<file path="src/rtl/mem_port_arbiter_pkg.sv">
// Shared types and constants for the fetch/data memory port arbiter.
package mem_port_arbiter_pkg;

  localparam logic RstEnable  = 1'b1;
  localparam logic RstDisable = 1'b0;

  typedef enum logic [1:0] {
    StIdle = 2'd0,
    StBusy = 2'd1,
    StResp = 2'd2
  } arb_state_e;

  typedef enum logic {
    OwnIf = 1'b0,
    OwnDm = 1'b1
  } owner_e;

endpackage

</file>
<file path="src/rtl/mem_arb_prio.sv">
// Winner select for the shared port: data wins, except that fetch is forced through once
// after STARVE_MAX consecutive contended data grants.
module mem_arb_prio
  import mem_port_arbiter_pkg::*;
#(
  parameter int unsigned STARVE_MAX = 4
) (
  input  logic clk,
  input  logic rst,
  input  logic arb_en,
  input  logic if_req,
  input  logic dm_req,
  output logic grant_if,
  output logic grant_dm
);

  localparam int unsigned CW = $clog2(STARVE_MAX + 1);

  logic [CW-1:0] starve_cnt_q, starve_cnt_d;
  logic          force_if;

  always_comb begin
    force_if = if_req & dm_req & (starve_cnt_q == CW'(STARVE_MAX));
    grant_if = arb_en & if_req & (force_if | ~dm_req);
    grant_dm = arb_en & dm_req & ~force_if;
  end

  always_comb begin
    starve_cnt_d = starve_cnt_q;
    if (grant_if) begin
      starve_cnt_d = '0;
    end else if (grant_dm && if_req && (starve_cnt_q != CW'(STARVE_MAX))) begin
      starve_cnt_d = starve_cnt_q + 1'b1;
    end
  end

  always_ff @(posedge clk) begin
    if (rst == RstEnable) begin
      starve_cnt_q <= '0;
    end else begin
      starve_cnt_q <= starve_cnt_d;
    end
  end

endmodule

</file>
<file path="src/rtl/mem_port_arbiter.sv">
// Shares one single-port memory between instruction fetch and the data master, with a
// per-access timeout and pipeline stall requests.
module mem_port_arbiter
  import mem_port_arbiter_pkg::*;
#(
  parameter int unsigned AW         = 32,
  parameter int unsigned DW         = 32,
  parameter int unsigned STARVE_MAX = 4,
  parameter int unsigned TIMEOUT    = 16
) (
  input  logic            clk,
  input  logic            rst,
  input  logic            if_req,
  input  logic [AW-1:0]   if_addr,
  output logic [DW-1:0]   if_rdata,
  output logic            if_ack,
  output logic            if_err,
  input  logic            dm_req,
  input  logic            dm_we,
  input  logic [DW/8-1:0] dm_sel,
  input  logic [AW-1:0]   dm_addr,
  input  logic [DW-1:0]   dm_wdata,
  output logic [DW-1:0]   dm_rdata,
  output logic            dm_ack,
  output logic            dm_err,
  output logic            mem_ce,
  output logic            mem_we,
  output logic [DW/8-1:0] mem_sel,
  output logic [AW-1:0]   mem_addr,
  output logic [DW-1:0]   mem_wdata,
  input  logic [DW-1:0]   mem_rdata,
  input  logic            mem_ack,
  output logic            stallreq_if,
  output logic            stallreq_dm
);

  localparam int unsigned SW = DW / 8;
  localparam int unsigned TW = $clog2(TIMEOUT + 1);

  arb_state_e      state_q, state_d;
  owner_e          owner_q;
  logic            we_q;
  logic [SW-1:0]   sel_q;
  logic [AW-1:0]   addr_q;
  logic [DW-1:0]   wdata_q;
  logic [DW-1:0]   rdata_q;
  logic            err_q;
  logic [TW-1:0]   tmo_cnt_q;
  logic            grant_if, grant_dm, tmo_hit, busy, resp;

  mem_arb_prio #(
    .STARVE_MAX(STARVE_MAX)
  ) u_prio (
    .clk     (clk),
    .rst     (rst),
    .arb_en  (state_q == StIdle),
    .if_req  (if_req),
    .dm_req  (dm_req),
    .grant_if(grant_if),
    .grant_dm(grant_dm)
  );

  assign tmo_hit = (tmo_cnt_q == TW'(TIMEOUT - 1));

  always_ff @(posedge clk) begin
    if (rst == RstEnable) begin
      state_q <= StIdle;
    end else begin
      state_q <= state_d;
    end
  end

  always_comb begin
    state_d = state_q;
    unique case (state_q)
      StIdle:  if (grant_if || grant_dm) state_d = StBusy;
      StBusy:  if (mem_ack || tmo_hit) state_d = StResp;
      StResp:  state_d = StIdle;
      default: state_d = StIdle;
    endcase
  end

  // Request fields are captured at grant so the memory sees a stable access for its duration.
  always_ff @(posedge clk) begin
    if (rst == RstEnable) begin
      owner_q   <= OwnIf;
      we_q      <= 1'b0;
      sel_q     <= '0;
      addr_q    <= '0;
      wdata_q   <= '0;
      rdata_q   <= '0;
      err_q     <= 1'b0;
      tmo_cnt_q <= '0;
    end else begin
      unique case (state_q)
        StIdle: begin
          tmo_cnt_q <= '0;
          if (grant_dm) begin
            owner_q <= OwnDm;
            we_q    <= dm_we;
            sel_q   <= dm_sel;
            addr_q  <= dm_addr;
            wdata_q <= dm_wdata;
          end else if (grant_if) begin
            owner_q <= OwnIf;
            we_q    <= 1'b0;
            sel_q   <= '1;
            addr_q  <= if_addr;
            wdata_q <= '0;
          end
        end
        StBusy: begin
          tmo_cnt_q <= tmo_cnt_q + 1'b1;
          if (mem_ack) begin
            rdata_q <= we_q ? '0 : mem_rdata;
            err_q   <= 1'b0;
          end else if (tmo_hit) begin
            rdata_q <= '0;
            err_q   <= 1'b1;
          end
        end
        StResp:  tmo_cnt_q <= '0;
        default: tmo_cnt_q <= '0;
      endcase
    end
  end

  always_comb begin
    busy        = (state_q == StBusy);
    resp        = (state_q == StResp);
    mem_ce      = busy;
    mem_we      = busy & we_q;
    mem_sel     = busy ? sel_q : '0;
    mem_addr    = busy ? addr_q : '0;
    mem_wdata   = busy ? wdata_q : '0;
    if_ack      = resp & (owner_q == OwnIf);
    dm_ack      = resp & (owner_q == OwnDm);
    if_rdata    = if_ack ? rdata_q : '0;
    dm_rdata    = dm_ack ? rdata_q : '0;
    if_err      = if_ack & err_q;
    dm_err      = dm_ack & err_q;
    stallreq_if = if_req & ~if_ack;
    stallreq_dm = dm_req & ~dm_ack;
  end

endmodule
</file>
<file path="config.mk">
export PLATFORM = sky130hd
export DESIGN_NAME = mem_port_arbiter
export DESIGN_NICKNAME = d
export VERILOG_FILES = /design/src/rtl/mem_port_arbiter_pkg.sv /design/src/rtl/mem_arb_prio.sv /design/src/rtl/mem_port_arbiter.sv
export SDC_FILE = /design/constraint.sdc
export NUM_CORES = 1
export LEC_CHECK = 0
export ABC_AREA = 1
export BUFFER_PORTS_ARGS = -buffer_cell sky130_fd_sc_hd__clkbuf_2
export CAP_MARGIN = 20
export CORE_MARGIN = 8
export CORE_UTILIZATION = 42
export CTS_CLUSTER_DIAMETER = 30
export DETAILED_ROUTE_END_ITERATION = 8
export GPL_TIMING_DRIVEN = 0
export HOLD_SLACK_MARGIN = 0.12
export PLACE_DENSITY = 0.77
export SLEW_MARGIN = 30
export SYNTH_ARGS = -nofsm -noshare
export SYNTH_HDL_FRONTEND = slang
export SYNTH_SLANG_ARGS = --single-unit
</file>
<file path="constraint.sdc">
create_clock -name clk -period 1.6 [get_ports clk]
set_input_delay 0.24 -clock clk [delete_from_list [all_inputs] [get_ports clk]]
set_output_delay 0.24 -clock clk [all_outputs]
set_load 0.05 [all_outputs]
</file>
==> impl_results.md <==
* Status: complete, but fails checks
* Failing checks: design-rule violations, negative setup slack
* Static Leak at around 0.0051 uW
* Clock Sinks at 113
* Worst Min Path Start: if_addr[15]
* Area occupied by multi-input gates at between 4000 and 5000 sq um
* HPWL Detailed at roughly 16,000 um
* Util after Layout at 0.952
* Final Hold Viols at 0
* Worst-Skew Late Latency at about 0.44 ns
* Vias in the first global route at 8,737
* Slowest CP cell: dfxtp_4
* Drt via density at 6.22
* Final setup fails at around 190
* Pre-antenna DRT Iters at 9
* Post-synth net total at 1,023
* Die X at between 100 and 150 um
* Synth Flop Type: dfxtp_1
* Worst Hold Path EP: addr_q[15]
* Die ar. at around 17,000 sq um
* Compound-Gate Fraction of Synth Area at 0.101
* Ys async rst share at 0
* Worst reg2reg setup slack at -0.44 ns
* Floorplan row count at 42
* Final Cell Area at around 13,000 sq um
* Fin worst setup slack at -0.530 ns
* Post-synthesis adder-cell area fraction at 0.00888
* Tcrit/Tclk final at 1.33
* Post-synth EDFFs at 0
* First-pass GRT wire length at roughly 50,000 um
* Min-Delay Path Depth at 5
* Maximum clock frequency at 469 MHz
* CTS tree: built
* Seq cells post-synth at around 110
* Gr ovfl total at 0
* Via count at 9,300
* Storage cell area at between 2000 and 2500 sq um
* Pin count of the biggest net entering global routing at 17
* CP max stage delay at 0.39 ns
* Commonest non-fill, non-tap cell in the layout: nand2_1
* DRC at 6
* Peak VDD IR at approximately 0.81 mV
* Worst-path cell chain: inv_4 > nor3_4 > inv_4 > buf_4 > nand2_1 > inv_1 > clkbuf_8
* CTS clk-pin slew, worst paths at 0.06 ns
* Placeable Area at 13,200 sq um
* GP Congestion at 0.837
* Final nets at 1,445
* WL/cell at 28.9 um
* Worst r2r src: state_q[1]
* HP Class: primary input to flop
* Post-DP Area at 8420 sq um
* Layout cell share with drive strength beyond 1 at 0.486
* Reg2Reg Depth at 8
* Sw Share at 0.352
* Internal power at 7210 uW
* Crit. End Element: output pin
* Mapped cell area at about 5600 sq um
* Most frequent CP cell: inv_4
* Worst Clk Skew at 0.0115 ns
* Synth Area in XOR/XNOR at 0
* Slew headroom at 0.390
* R2r endpoint: addr_q[27]
* Initial antenna violation count at 4
* Max capacitance violation total at 0
* Flop pwr share at 0.287
* Syn Area/Cell at 6.39 sq um
* Worst EP required at 1.36 ns
* Num CTS Buffers at 17
* Tot Pwr at 11,100 uW
* CP Class: flop to output pin
* Crit start category: flop
* Worst Path Arrival at 1.89 ns
* Largest family of logic cells by synthesized area: simple AND/OR/NAND/NOR gates
* Max-slew violations at 0
* Clk buf depth at 2
* Proportion of synthesized chip area in sequential cells at 0.402
* Fin Hold WS at roughly 0.13 ns
* Distinct cells, synth at 25
* Aggregate routed wire length at between 40,000 and 50,000 um
* Unrepaired setup endpoints after global routing: yes
* Tmin final at ~2.1 ns
* Most frequent cells in the layout: nand2_1 (167), inv_1 (144), clkbuf_2 (143)
* Total track usage at 0.356
* Placement Setup Slack at -0.259 ns
* Initial Utilization at 0.427
* Die Ht at 132 um
* IO Count at 278
* H-tree Lvls at 4
* PwrDens at 886 nW/um^2
* Cells after Synth at 881
* Gate power share at 0.315
* Fill cells at 315
* Post-synthesis simple-gate area fraction at 0.328
* Multiplexer share of the synthesized area at 0
* YS warnings at 0
* Root buf cell: clkbuf_16
* Crit path max fanout at 8
* Net Switching at around 3900 uW
* Final ANT Viol Nets at 0
* Clock share of power at 0.398
* Starting DRT DRC Count at 1,591
* Port buffer count at around 280
* Worst-Margin Slew at 0.916 ns
* Syn-to-layout area delta at 123%
==> kinds of logic after synthesis <==
kind of cell / after synthesis
buffers and inverters: 216
flip-flops: 113
AND/OR/NAND/NOR: 436
AO/OA/AOI/OAI: 112
adder cells (fa/ha/maj): 4
==> cell usage after synthesis, types with 4 or more instances <==
| cell | count | area, sq um |
|---|---|---|
| nand2_1 | 177 | 664 |
| nor2_1 | 152 | 571 |
| inv_1 | 148 | 556 |
| dfxtp_1 | 113 | 2260 |
| a21oi_1 | 102 | 510 |
| nand3_1 | 67 | 335 |
| clkbuf_1 | 36 | 135 |
| nand4_1 | 32 | 200 |
| buf_2 | 11 | 55.1 |
| buf_6 | 10 | 113 |
| inv_2 | 7 | 26.3 |
| o21ai_0 | 7 | 35.0 |
| ha_1 | 4 | 50.1 |
==> worst max-delay path: cells and delay by family, from the launching register on <==
family / cells / cell delay [ns]
simple gates: 2 / 0.38
flops: 1 / 0.39
buf+inv: 5 / 0.68
==> worst max-delay path by stage <==
stage,from,to,depth (start not counted),slack (ns)
floorplan,state_q[1],if_rdata[11],5,-0.31
global placement,tmo_cnt_q[0],rdata_q[26],10,-0.22
detailed placement,tmo_cnt_q[0],rdata_q[30],10,-0.26
CTS,owner_q,dm_rdata[11],6,-0.32
global route,owner_q,dm_rdata[14],6,-0.56
finish,owner_q,stallreq_dm,7,-0.53
==> area by class of cell <==
cell class,count,area share
Multi-Input combinational cell,552,0.325
Timing Repair Buffer,404,0.322
Sequential cell,113,0.181
Buffer,59,0.0519
Inverter,156,0.0496
Clock buffer,23,0.0381
Tap cell,176,0.0175
Clock inverter,9,0.0141
Antenna cell,2,0.000398
==> layer usage <==
layer	routed length, um	track usage	up-vias
met5	94	0	-
li1	-	-	3561
met1	14200	0.386	4272
met2	19400	0.606	1088
met4	4010	0.226	6
met3	5600	0.0972	373
==> stage by stage <==
stage	TNS (ns)	cells
global route	-68.63	1494
detailed placement	-18.03	1332
floorplan	-21.84	881
CTS	-35.85	1475
global placement	-14.83	1332
finish	-65.04	1494
==> repair_timing <==
item / CTS / global route
gates resized for setup: 373 / 161
hold buffers: 85 / 0
pin swaps: 45 / 37
gates cloned: 9 / 6
endpoints found under the hold margin: 85 / 0
buffers inserted: 17 / 17
endpoints found under the setup margin: 237 / 233
==> power by group through the flow <==
stage	logic (uW)	registers (uW)	clock network (uW)
floorplan	1660	3160	0
global placement	2190	3180	0
detailed placement	2210	3180	0
CTS	2810	3130	4230
global route	3600	3200	4460
finish	3500	3190	4430
==> sequential cells by signal, indices dropped and copies added (netlist names) <==
register and flops:
addr_q 32, rdata_q 32, wdata_q 32, tmo_cnt_q 5, sel_q 4, u_prio.starve_cnt_q 3
state_q 2, err_q 1, owner_q 1, we_q 1
Note: power is estimated with default switching activity, not from simulation.
